--- config.mk ---
export PLATFORM = sky130hd
export DESIGN_NAME = mem_port_arbiter
export DESIGN_NICKNAME = d
export VERILOG_FILES = /design/src/rtl/mem_port_arbiter.sv
export SDC_FILE = /design/constraint.sdc
export NUM_CORES = 1
export LEC_CHECK = 0
export ABC_CLOCK_PERIOD_IN_PS = 4700
export CORE_ASPECT_RATIO = 0.75
export CORE_MARGIN = 2
export CORE_UTILIZATION = 41
export DETAILED_ROUTE_END_ITERATION = 16
export PLACE_DENSITY = 0.81
export RECOVER_POWER = 25
export SYNTH_ARGS = -nofsm -noshare
export SYNTH_HDL_FRONTEND = slang
export SYNTH_SLANG_ARGS = --single-unit
--- constraint.sdc ---
create_clock -name clk -period 4.7 [get_ports clk]
set_clock_uncertainty 0.05 [all_clocks]
set_input_delay 1.41 -clock clk [delete_from_list [all_inputs] [get_ports clk]]
set_output_delay 1.41 -clock clk [all_outputs]
set_load 0.03 [all_outputs]
--- src/rtl/mem_port_arbiter.sv ---
// mem_port_arbiter: shares the NanoQuarter unified memory port between instruction
// fetch (32-bit word pairs) and 16-bit data loads/stores over a req/ack memory handshake.
module mem_port_arbiter #(
   parameter int unsigned STARVE_MAX = 4
) (
   input  logic        clk,
   input  logic        rst,
   input  logic        fetch_req,
   input  logic [31:0] fetch_addr,
   output logic        fetch_valid,
   output logic [31:0] fetch_data,
   input  logic        flush,
   input  logic        dreq_rd,
   input  logic        dreq_wr,
   input  logic [15:0] daddr,
   input  logic [15:0] dwdata,
   output logic        d_done,
   output logic [15:0] drdata,
   output logic        mem_stall,
   output logic        mem_req,
   output logic        mem_we,
   output logic        mem_wide,
   output logic [31:0] mem_addr,
   output logic [15:0] mem_wdata,
   input  logic [31:0] mem_rdata,
   input  logic        mem_ack
);

   localparam logic [3:0] STARVE_LIM = 4'(STARVE_MAX);

   typedef enum logic [1:0] {
      IDLE  = 2'd0,
      FETCH = 2'd1,
      DATA  = 2'd2,
      DRAIN = 2'd3
   } state_t;

   state_t      state_r, state_s;
   logic [3:0]  starve_cnt_r, starve_cnt_s;
   logic        is_wr_r, is_wr_s;
   logic        fetch_valid_r, fetch_valid_s;
   logic        d_done_r, d_done_s;
   logic [31:0] fetch_data_r;
   logic [15:0] drdata_r;
   logic        mem_req_r, mem_we_r, mem_wide_r;
   logic [31:0] mem_addr_r;
   logic [15:0] mem_wdata_r;
   logic        dwant_s, fwant_s, grant_d_s, grant_f_s;

   assign fetch_valid = fetch_valid_r;
   assign fetch_data  = fetch_data_r;
   assign d_done      = d_done_r;
   assign drdata      = drdata_r;
   assign mem_req     = mem_req_r;
   assign mem_we      = mem_we_r;
   assign mem_wide    = mem_wide_r;
   assign mem_addr    = mem_addr_r;
   assign mem_wdata   = mem_wdata_r;
   assign mem_stall   = (dreq_rd | dreq_wr) & ~d_done_r;

   // Next-state, grant and done-pulse decode; a requester is masked in its own done cycle.
   always_comb begin
      state_s       = state_r;
      starve_cnt_s  = starve_cnt_r;
      grant_d_s     = 1'b0;
      grant_f_s     = 1'b0;
      fetch_valid_s = 1'b0;
      d_done_s      = 1'b0;
      dwant_s       = (dreq_rd | dreq_wr) & ~d_done_r;
      fwant_s       = fetch_req & ~flush & ~fetch_valid_r;
      case (state_r)
         IDLE: begin
            if (dwant_s && (!fwant_s || (starve_cnt_r < STARVE_LIM))) begin
               state_s   = DATA;
               grant_d_s = 1'b1;
               if (fwant_s) begin
                  starve_cnt_s = (starve_cnt_r == 4'd15) ? 4'd15 : starve_cnt_r + 4'd1;
               end else begin
                  starve_cnt_s = 4'd0;
               end
            end else if (fwant_s) begin
               state_s      = FETCH;
               grant_f_s    = 1'b1;
               starve_cnt_s = 4'd0;
            end else begin
               state_s = IDLE;
            end
         end
         FETCH: begin
            if (mem_ack) begin
               state_s       = IDLE;
               fetch_valid_s = ~flush;
            end else if (flush) begin
               state_s = DRAIN;
            end else begin
               state_s = FETCH;
            end
         end
         DATA: begin
            if (mem_ack) begin
               state_s  = IDLE;
               d_done_s = 1'b1;
            end else begin
               state_s = DATA;
            end
         end
         DRAIN: begin
            if (mem_ack) begin
               state_s = IDLE;
            end else begin
               state_s = DRAIN;
            end
         end
         default: begin
            state_s = IDLE;
         end
      endcase
      is_wr_s = grant_d_s ? dreq_wr : is_wr_r;
   end

   // State, latched request fields and registered port outputs.
   always_ff @(posedge clk or posedge rst) begin
      if (rst) begin
         state_r       <= IDLE;
         starve_cnt_r  <= 4'd0;
         is_wr_r       <= 1'b0;
         fetch_valid_r <= 1'b0;
         d_done_r      <= 1'b0;
         fetch_data_r  <= 32'd0;
         drdata_r      <= 16'd0;
         mem_req_r     <= 1'b0;
         mem_we_r      <= 1'b0;
         mem_wide_r    <= 1'b0;
         mem_addr_r    <= 32'd0;
         mem_wdata_r   <= 16'd0;
      end else begin
         state_r       <= state_s;
         starve_cnt_r  <= starve_cnt_s;
         is_wr_r       <= is_wr_s;
         fetch_valid_r <= fetch_valid_s;
         d_done_r      <= d_done_s;
         if (fetch_valid_s) begin
            fetch_data_r <= mem_rdata;
         end
         if (d_done_s && !is_wr_r) begin
            drdata_r <= mem_rdata[15:0];
         end
         if (grant_d_s) begin
            mem_addr_r  <= {16'd0, daddr};
            mem_wdata_r <= dwdata;
         end else if (grant_f_s) begin
            mem_addr_r <= fetch_addr;
         end
         mem_req_r  <= (state_s != IDLE);
         mem_we_r   <= (state_s == DATA) && is_wr_s;
         mem_wide_r <= (state_s == FETCH) || (state_s == DRAIN);
      end
   end

endmodule

### After elaboration in Yosys (flattened, before gate mapping)

Index checks and enable logic that the tools add are counted.

| storage, ports and cells | value |
|---|---|
| register bits after elaboration | 108 |
| logic and storage cells | 63 |
| output and inout bits | 102 |
| bits of input ports | 103 |

| cells by class | value |
|---|---|
| bitwise logic cells | 7 |
| equal/unequal tests | 7 |
| $lt $le $gt $ge | 1 |
| reductions and logical operators | 12 |
| add/sub/neg operators | 1 |
| muxes and demuxes | 23 |

Operators by type and width:

| kind | number |
|---|---|
| $mux 32 | 2 |
| $mux 4 | 4 |
| $mux 1 | 11 |
| $mux 2 | 5 |
| $eq 2x2->1 const B | 4 |
| $pmux 2 s4 | 1 |
| $reduce_bool 2->1 | 3 |
| $add 4x1->4 const B | 1 |
| $eq 2x1->1 const B | 2 |
| $eq 4x4->1 const B | 1 |
| $lt 4x3->1 const B | 1 |
| $and 1x1->1 | 3 |
| $logic_and 1x1->1 | 3 |
| $not 1->1 | 3 |
| $logic_not 1->1 | 2 |
| $logic_not 2->1 | 1 |
| $logic_or 1x1->1 | 2 |
| $reduce_and 2->1 | 1 |
| $or 1x1->1 | 1 |

### Longest topological paths before layout

Gate-level depths: netlist (run 1).

| depth | value |
|---|---|
| depth in word-level cells | 10 |
| gate-level depth with buffers | 6 |
| mapped depth without buffers | 4 |

### Worst setup path before layout (run 1)

OpenSTA, ideal clock, no wires.

| timing path | value |
|---|---|
| kind | input to output |
| start point | in dreq_rd |
| end point | out mem_stall |
| data required time | 3.240 ns |
| buffers on the path | 0 |
| arrival time | 1.918 ns |
| cell stages on the path | 2 |
| setup slack | 1.322 ns |
| path through | o21bai_1 inv_1 |

| between the ends | value |
|---|---|
| longest elaborated chain between the ends | 2 |

RTL lines:

| what | RTL line | source |
|---|---|---|
| start: declaration | 13 | `input logic dreq_rd,` |
| $or 1x1->1 | 59 | `assign mem_stall = (dreq_rd \| dreq_wr) & ~d_done_r;` |
| $and 1x1->1 | 59 |  |
| end: declaration | 19 | `output logic mem_stall,` |

Every way passes these cells.

### Final worst setup path (run 1)

| timing path | value |
|---|---|
| start point | in dreq_wr |
| end point | out mem_stall |

| between the ends | value |
|---|---|
| longest elaborated chain between the ends | 2 |

RTL lines:

| what | RTL line | source |
|---|---|---|
| start: declaration | 14 | `input logic dreq_wr,` |
| $or 1x1->1 | 59 |  |
| $and 1x1->1 | 59 |  |

Every way passes these cells.

==> summary.md, run 1 <==
| Metric | Value |
|---|---|
| Post-CTS Setup Repair Bufs | `0` |
| Cells after Synth | `302` |
| Fin nets | `613` |
| GR Overflow Total | `0` |
| Post-DR wirelength/cell | `16.18 um` |
| Io pins | `205` |
| WL final | `10520 um` |
| CTS root buf | `clkbuf_16` |
| Pre-CTS setup slack | `260.9 ps` |
| Core Area | `0.01025 mm^2` |
| Failing checks | `capacitance limit, slew limit` |
| CP dominant cell by count | `clkdlybuf4s50_1` |
| # DRC | `0` |
| First-pass GRT wire length | `16730 um` |
| Synthesized area | `around 0.0043 mm^2` |
| RSZ-0062 raised after global routing | `false` |
| Number of fill cells in the layout | `789` |
| CTS tree | `built` |
| Startpoint Class | `input port` |
| Antenna violations before repair | `1` |
| Clock sink count | `108` |
| Commonest non-fill, non-tap cell in the layout | `clkdlybuf4s50_1` |
| Layout area overhead | `58.08%` |
| Area of the multi-input gates | `between 0.001 and 0.0015 mm^2` |
| Detailed Routing Iterations Pass 1 | `6` |
| Post-DP HPWL | `between 7000 and 8000 um` |
| Area of the die | `0.01130 mm^2` |
| Clock Latency Late Sink | `340 ps` |
| Number of synthesized register bits | `108` |
| All-Layer GR Usage | `0.1906` |
| CTS Buf Count | `9` |
| Die Y | `92.58 um` |
| Fin. Hold Viols | `0` |
| Slowest-stage cell, CP | `clkdlybuf4s50_1` |
| Fin worst setup slack | `~230 ps` |
| Ys Warns | `0` |
| Leakage power | `3.063 nW` |
| Endpoints failing setup | `0` |
| Fraction of registers with async set/reset | `1.000` |
| Post-synth EDFFs | `0` |
| Pin count of the biggest net entering global routing | `78` |
| Min Tclk post-route | `4469 ps` |
| Required time worst endpoint | `3240 ps` |
| Slew @ Worst Pin | `1832 ps` |
| Tcrit/Tclk final | `0.9508` |
| H-tree depth | `3` |
| Endpoint type of the worst setup path | `primary output` |
| Routability cong. | `0.7672` |
| Synth unique cells | `34` |
| Final-report max-slew violation count | `around 110` |
| CP peak stage delay | `slightly above 600 ps` |
| Cells along the critical path | `clkdlybuf4s50_1 > o21bai_1 > inv_1 > clkdlybuf4s50_1` |
| Fmax | `around 220 MHz` |
| Register area share after synthesis | `0.6301` |
| Post-synthesis net count | `about 400` |
| Seq. cell area | `0.002703 mm^2` |
| Die W | `122.1 um` |
| Max_cap viols | `2` |
| Path type of the worst min-delay path | `register to register` |
| Crit path kind | `input port to primary output` |
| Setup TNS | `0 ps` |
| Initial DRC count | `approximately 170` |
| Vias per cell | `4.889` |
| Routed Antenna Nets | `0` |
| Status | `complete, but fails checks` |
| Worst Path Arrival | `roughly 3000 ps` |
| Peak supply drop | `a little under 0.0004 V` |
| Vias in the first global route | `3345` |
| Clock transition at path regs | `60 ps` |
| Hold buffers post-CTS | `0` |
| Initial core utilization | `0.4185` |
| Pwr dens | `about 670 mW/mm^2` |
| Resized cells post-CTS | `0` |
| Most used DFF post-synth | `dfrtp_1` |
| Routed via count | `3178` |
| Max-slew headroom | `-0.2213` |
| FP Rows | `32` |
| Syn_area_per_cell | `14.20 um^2` |
| Most frequent cells in the layout | `clkdlybuf4s50_1, dfrtp_1, mux2_2` |
| Largest buffer count on any clock path | `2` |
| Share of cells above drive strength 1 | `0.2008` |
| Port Buffer Count | `204` |
| Critical path's top delay family | `buffers and inverters` |
| Crit path max fanout | `4` |
| Worst path buffer plus inverter count | `3` |
through the flow:
step	hold slack (ps)	total power [mW]	area, um^2	utilization	std cells
floorplan	419.2	2.814	4289	-	302
global placement	435.6	3.735	6471	0.6313	634
detailed placement	441.3	3.789	6471	0.6313	634
CTS	456.4	4.598	6788	0.6622	649
global route	471.1	4.780	6780	0.6615	650
finish	456.3	4.548	6780	0.6615	650
sequential cells by signal, indices dropped and copies added, names as in the netlist, 2 cells and up:
name          flops
drdata           16
fetch_data       32
mem_addr         32
mem_wdata        16
starve_cnt_r      4
state_r           2
routing by layer:
layer  GRT usage  wire (um)
met5           0          0
met4     0.05939        168
met3     0.07451       1088
met2      0.3175       5072
met1      0.2280       4191
cells in the mapped netlist, types with 2 or more instances:
| master | n | area, um^2 |
|---|---|---|
| a21o_1 | 2 | 15.01 |
| a222oi_1 | 16 | 160.2 |
| a22o_1 | 6 | 52.55 |
| a22o_2 | 12 | 120.1 |
| and2_1 | 2 | 12.51 |
| buf_2 | 8 | 40.04 |
| buf_6 | 4 | 45.04 |
| dfrtp_1 | 108 | 2703 |
| inv_1 | 53 | 198.9 |
| mux2_2 | 65 | 732.0 |
| nand3_1 | 2 | 10.01 |
| nor2_1 | 2 | 7.510 |
cell families (layout without fill, tap and decap cells):
logic type	Yosys count	in the layout	synth area share
DFF	108	108	0.6301
buffers and inverters	67	278	0.06884
muxes	65	65	0.1707
AOI/OAI and AO/OA	47	47	0.1050
and+or+nand+nor	14	14	0.02246
adders and majority gates	1	1	0.002917
other	0	1	0
area by class of cell:
class                   count  area share
diodes                      1   0.0003691
clock buffers              11     0.03580
clock inverters             4     0.01089
inverters                  53     0.02934
multi-input cells         127      0.1932
flip-flops and latches    108      0.3986
well taps                 136     0.02510
repair buffers            210      0.3067
worst reg2reg max path, stage by stage, from the launching register on:
cell	delay [ps]
dfrtp_1	600
nand2_1	160
nor3_4	120
clkbuf_1	1330
mux2_2	470
worst paths after layout:
kind	start	end	slack (ps)	cells past startpoint
max in group asynchronous	rst	fetch_data[12]	1150	3
min in group asynchronous	rst	fetch_data[29]	1960	2
setup reg to reg	state_r[0]	fetch_data[17]	1860	4
setup / recovery	dreq_wr	mem_stall	230	4
hold / removal	mem_wdata[14]	mem_wdata[14]	460	1
hold reg to reg	mem_wdata[14]	mem_wdata[14]	460	1
power breakdown:
group	switching [mW]	internal, mW	leakage (nW)
Combinational	1.21	1.04	1.57
Clock	0.312	0.479	0.156
Sequential	0.206	1.31	1.34
Note: power is estimated with default switching activity, not from simulation.
==> inputs of run 2 (changes only) <==
- ABC_CLOCK_PERIOD_IN_PS: 4700 -> default
- clock period: 4.7 -> 4.6 ns (I/O delays scaled with it)
==> summary.md, run 2 (synthesized netlist as in run 1, its figures left out) <==
| Metric | Value |
|---|---|
| CP peak stage delay | `610 ps` |
| Pwr dens | `683.0 mW/mm^2` |
| Clock sink count | `around 110` |
| Routed via count | `3198` |
| Failing checks | `capacitance limit, slew limit` |
| Fin worst setup slack | `about 280 ps` |
| Die Y | `92.58 um` |
| Seq. cell area | `between 0.002 and 0.003 mm^2` |
| First-pass GRT wire length | `16770 um` |
| CTS Buf Count | `9` |
| Max_cap viols | `1` |
| Path type of the worst min-delay path | `register to register` |
| Routed Antenna Nets | `0` |
| Commonest non-fill, non-tap cell in the layout | `clkdlybuf4s50_1` |
| Status | `complete, but fails checks` |
| Peak supply drop | `0.0004455 V` |
| Leakage power | `3.057 nW` |
| Post-DP HPWL | `7888 um` |
| Crit path max fanout | `4` |
| Fmax | `roughly 230 MHz` |
| Worst path buffer plus inverter count | `3` |
| Slew @ Worst Pin | `2243 ps` |
| Post-DR wirelength/cell | `16.61 um` |
| WL final | `10800 um` |
| # DRC | `0` |
| Die W | `122.1 um` |
| Routability cong. | `0.7991` |
| Most frequent cells in the layout | `clkdlybuf4s50_1, dfrtp_1, mux2_2` |
| Area of the die | `~0.011 mm^2` |
| Vias per cell | `slightly below 5` |
| Antenna violations before repair | `0` |
| Clock Latency Late Sink | `340 ps` |
| H-tree depth | `3` |
| Initial DRC count | `212` |
| Critical path's top delay family | `buffers and inverters` |
| WL met2 | `around 5500 um` |
| Fin nets | `613` |
| Startpoint Class | `input port` |
| Core Area | `0.01025 mm^2` |
| Final-report max-slew violation count | `54` |
| Top Layer Used | `met4` |
| Setup TNS | `0 ps` |
| Metal-1 WL | `a little over 4000 um` |
| CTS tree | `built` |
| Layout area overhead | `57.82%` |
| Min Tclk post-route | `approximately 4300 ps` |
| Cells along the critical path | `clkdlybuf4s50_1 > o21bai_1 > inv_1 > clkdlybuf4s50_1` |
| Pin count of the biggest net entering global routing | `57` |
| Post-CTS Setup Repair Bufs | `0` |
| Required time worst endpoint | `3170 ps` |
| RSZ-0062 raised after global routing | `false` |
| Initial core utilization | `0.4185` |
| Max-slew headroom | `-0.5038` |
| Crit path kind | `input port to primary output` |
| Largest buffer count on any clock path | `2` |
| Vias in the first global route | `3474` |
| Number of fill cells in the layout | `778` |
| Endpoint type of the worst setup path | `primary output` |
| Detailed Routing Iterations Pass 1 | `5` |
| Tcrit/Tclk final | `0.9392` |
| Hold buffers post-CTS | `0` |
| Fin. Hold Viols | `0` |
| Worst Path Arrival | `a little under 3000 ps` |
| Endpoints failing setup | `0` |
| Share of cells above drive strength 1 | `0.2082` |
| FP Rows | `32` |
| CTS root buf | `clkbuf_16` |
| Met3 WL | `972 um` |
| GR Overflow Total | `0` |
| Io pins | `roughly 200` |
| Pre-CTS setup slack | `289.3 ps` |
| Slowest-stage cell, CP | `clkdlybuf4s50_1` |
| Resized cells post-CTS | `0` |
| CP dominant cell by count | `clkdlybuf4s50_1` |
| Clock transition at path regs | `70 ps` |
| Port Buffer Count | `204` |
| All-Layer GR Usage | `0.1925` |
| Area of the multi-input gates | `0.001310 mm^2` |
| Antenna Cells | `0` |
| Final total power | `about 4.6 mW` |
[run 2: layout make-up]
type | count | share of cell area
Tap cell | 136 | 0.02514
Clock inverter | 7 | 0.01091
Clock buffer | 9 | 0.03327
Sequential cell | 108 | 0.3993
Inverter | 53 | 0.02957
Multi-Input combinational cell | 127 | 0.1935
Timing Repair Buffer | 210 | 0.3083
[run 2: metal layers]
layer,vias to the layer above,GRT usage
met2,134,0.3389
met3,15,0.07512
li1,1473,-
met4,0,0.06801
met5,-,0
met1,1576,0.2114
[run 2: where the power goes]
| part | total (mW) | internal [mW] | switching, mW | leakage, nW |
|---|---|---|---|---|
| logic | 2.31 | 1.06 | 1.24 | 1.57 |
| clock network | 0.767 | 0.425 | 0.342 | 0.146 |
| registers | 1.55 | 1.33 | 0.215 | 1.34 |
| total | 4.62 | 2.82 | 1.80 | 3.06 |
[run 2: metrics by stage]
| stage | instance area, um^2 | std cells | hold slack (ps) | utilization |
|---|---|---|---|---|
| 5_1_grt | 6769 | 650 | 467.0 | 0.6604 |
| 3_5_place_dp | 6484 | 634 | 442.2 | 0.6326 |
| 4_1_cts | 6783 | 650 | 459.2 | 0.6617 |
| 6_report | 6769 | 650 | 456.2 | 0.6604 |
| 2_1_floorplan | 4289 | 302 | 419.2 | - |
| 3_3_place_gp | 6484 | 634 | 437.1 | 0.6326 |
[run 2: final timing paths]
path                                 start            to  slack, ps  cells after the start
min in group asynchronous              rst  mem_wdata[2]       2050                      2
hold / removal                mem_wdata[8]  mem_wdata[8]        460                      1
setup / recovery                   dreq_wr     mem_stall        280                      4
hold reg to reg               mem_wdata[8]  mem_wdata[8]        460                      1
setup reg to reg           starve_cnt_r[2]  mem_addr[14]       2510                      3
max in group asynchronous              rst    state_r[1]        760                      3
==> inputs of run 3 (changes only) <==
- CORE_UTILIZATION: 41 -> 42
- CTS_BUF_LIST: default -> sky130_fd_sc_hd__clkbuf_2 sky130_fd_sc_hd__clkbuf_4 sky130_fd_sc_hd__clkbuf_8
- PLACE_DENSITY: 0.81 -> 0.82
- clock period: 4.6 -> 4.9 ns (I/O delays scaled with it)
==> summary.md, run 3 (synthesized netlist as in run 1, its figures left out) <==
| Metric | Value |
|---|---|
| Status | `complete, but fails checks` |
| Failing checks | `capacitance limit, slew limit` |
| Endpoint type of the worst setup path | `primary output` |
| GR Overflow Total | `0` |
| All-Layer GR Usage | `0.2023` |
| Number of fill cells in the layout | `just over 700` |
| Largest buffer count on any clock path | `2` |
| Area of the die | `between 0.01 and 0.015 mm^2` |
| CTS tree | `built` |
| Worst path buffer plus inverter count | `3` |
| Vias per cell | `just under 5` |
| CTS Buf Count | `9` |
| Detailed Routing Iterations Pass 1 | `4` |
| Layout area overhead | `56.33%` |
| WHS | `462.5 ps` |
| Routed via count | `3189` |
| Critical path's top delay family | `buffers and inverters` |
| Antenna violations before repair | `0` |
| Final total power | `4.206 mW` |
| Antenna Cells | `0` |
| Vias in the first global route | `3446` |
| Most frequent cells in the layout | `clkdlybuf4s50_1, dfrtp_1, mux2_2` |
| Worst Path Arrival | `3050 ps` |
| Required time worst endpoint | `3380 ps` |
| Setup TNS | `0 ps` |
| Fin area | `0.006705 mm^2` |
| Die Y | `just over 90 um` |
| FP Rows | `31` |
| Path type of the worst min-delay path | `register to register` |
| Min Tclk post-route | `4566 ps` |
| Fmax | `219.0 MHz` |
| Fin nets | `approximately 600` |
| Startpoint Class | `input port` |
| WL final | `roughly 11000 um` |
| CP dominant cell by count | `clkdlybuf4s50_1` |
| # DRC | `0` |
| Post-DR wirelength/cell | `16.49 um` |
| Routability cong. | `0.7582` |
| Crit path max fanout | `4` |
| Pwr dens | `approximately 630 mW/mm^2` |
| Leakage power | `3.023 nW` |
| Met3 WL | `between 900 and 1000 um` |
| Final-report max-slew violation count | `53` |
| Hold buffers post-CTS | `0` |
| Top Layer Used | `met4` |
| Tcrit/Tclk final | `0.9319` |
| Post-CTS Setup Repair Bufs | `0` |
| Commonest non-fill, non-tap cell in the layout | `clkdlybuf4s50_1` |
| CTS root buf | `clkbuf_8` |
| Clock transition at path regs | `100 ps` |
| Peak supply drop | `~0.00033 V` |
| Slew @ Worst Pin | `2302 ps` |
| RSZ-0062 raised after global routing | `false` |
| Cells along the critical path | `clkdlybuf4s50_1 > o21bai_1 > inv_1 > clkdlybuf4s50_1` |
| Post-DP HPWL | `7855 um` |
| Slowest-stage cell, CP | `clkdlybuf4s50_1` |
| Initial core utilization | `0.4371` |
| Max_cap viols | `1` |
| Max-slew headroom | `-0.5429` |
| Port Buffer Count | `204` |
| Metal-1 WL | `4386 um` |
| WL met2 | `5134 um` |
| Pin count of the biggest net entering global routing | `57` |
| Share of cells above drive strength 1 | `0.2066` |
| Fin. Hold Viols | `0` |
| Io pins | `205` |
| First-pass GRT wire length | `about 17000 um` |
| CP peak stage delay | `630 ps` |
| Core Area | `0.009813 mm^2` |
| Pre-CTS setup slack | `~350 ps` |
| Die W | `120.7 um` |
| H-tree depth | `3` |
| Clock Latency Late Sink | `around 360 ps` |
| Endpoints failing setup | `0` |
| Routed Antenna Nets | `0` |
| Placed Area | `0.006484 mm^2` |
| Crit path kind | `input port to primary output` |
| Fin worst setup slack | `333.8 ps` |
| Clock sink count | `108` |
| Resized cells post-CTS | `0` |
| Initial DRC count | `between 150 and 200` |
==> run 3: cell count changes in the layout (fill, tap and decap cells not counted), sizes merged <==
cell,delta
clkdlybuf4s50,+1
clkinv,-1
bufinv,+1
dlygate4sd3,-1
clkbuf,-1
==> run 3: per-stage QoR <==
stage | util | instances
after floorplan | - | 302
after global placement | 0.6607 | 629
after detailed placement | 0.6607 | 629
after CTS | 0.6834 | 645
after global routing | 0.6833 | 645
final | 0.6833 | 645
==> run 3: where the power goes <==
part | leakage, nW | internal (mW) | switching (mW)
logic | 1.57 | 0.998 | 1.16
clock network | 0.110 | 0.292 | 0.306
registers | 1.34 | 1.25 | 0.199
total | 3.02 | 2.54 | 1.67
==> run 3: metal layers <==
metal,vias to the layer above,global-route usage
met4,0,0.06395
met2,131,0.3267
met5,-,0
li1,1456,-
met3,19,0.07915
met1,1583,0.2500
==> run 3: area by class of cell <==
class / instances / area, um^2 / share of cell area
Timing Repair Buffer: 209 / 2105 / 0.3139
Inverter: 53 / 200.2 / 0.02986
Tap cell: 132 / 165.2 / 0.02463
Clock buffer: 9 / 123.9 / 0.01847
Multi-Input combinational cell: 127 / 1310 / 0.1954
Sequential cell: 108 / 2703 / 0.4031
Clock inverter: 7 / 98.84 / 0.01474
==> run 3: worst paths after layout <==
check	start	end	slack [ps]	depth (start not counted)
worst max-delay path	dreq_wr	mem_stall	330	4
worst min-delay path	fetch_data[7]	fetch_data[7]	460	1
worst max register to register	d_done	mem_addr[20]	2640	6
worst min register to register	fetch_data[7]	fetch_data[7]	460	1
max in group asynchronous	rst	mem_wdata[7]	1600	3
min in group asynchronous	rst	mem_wdata[11]	2130	2
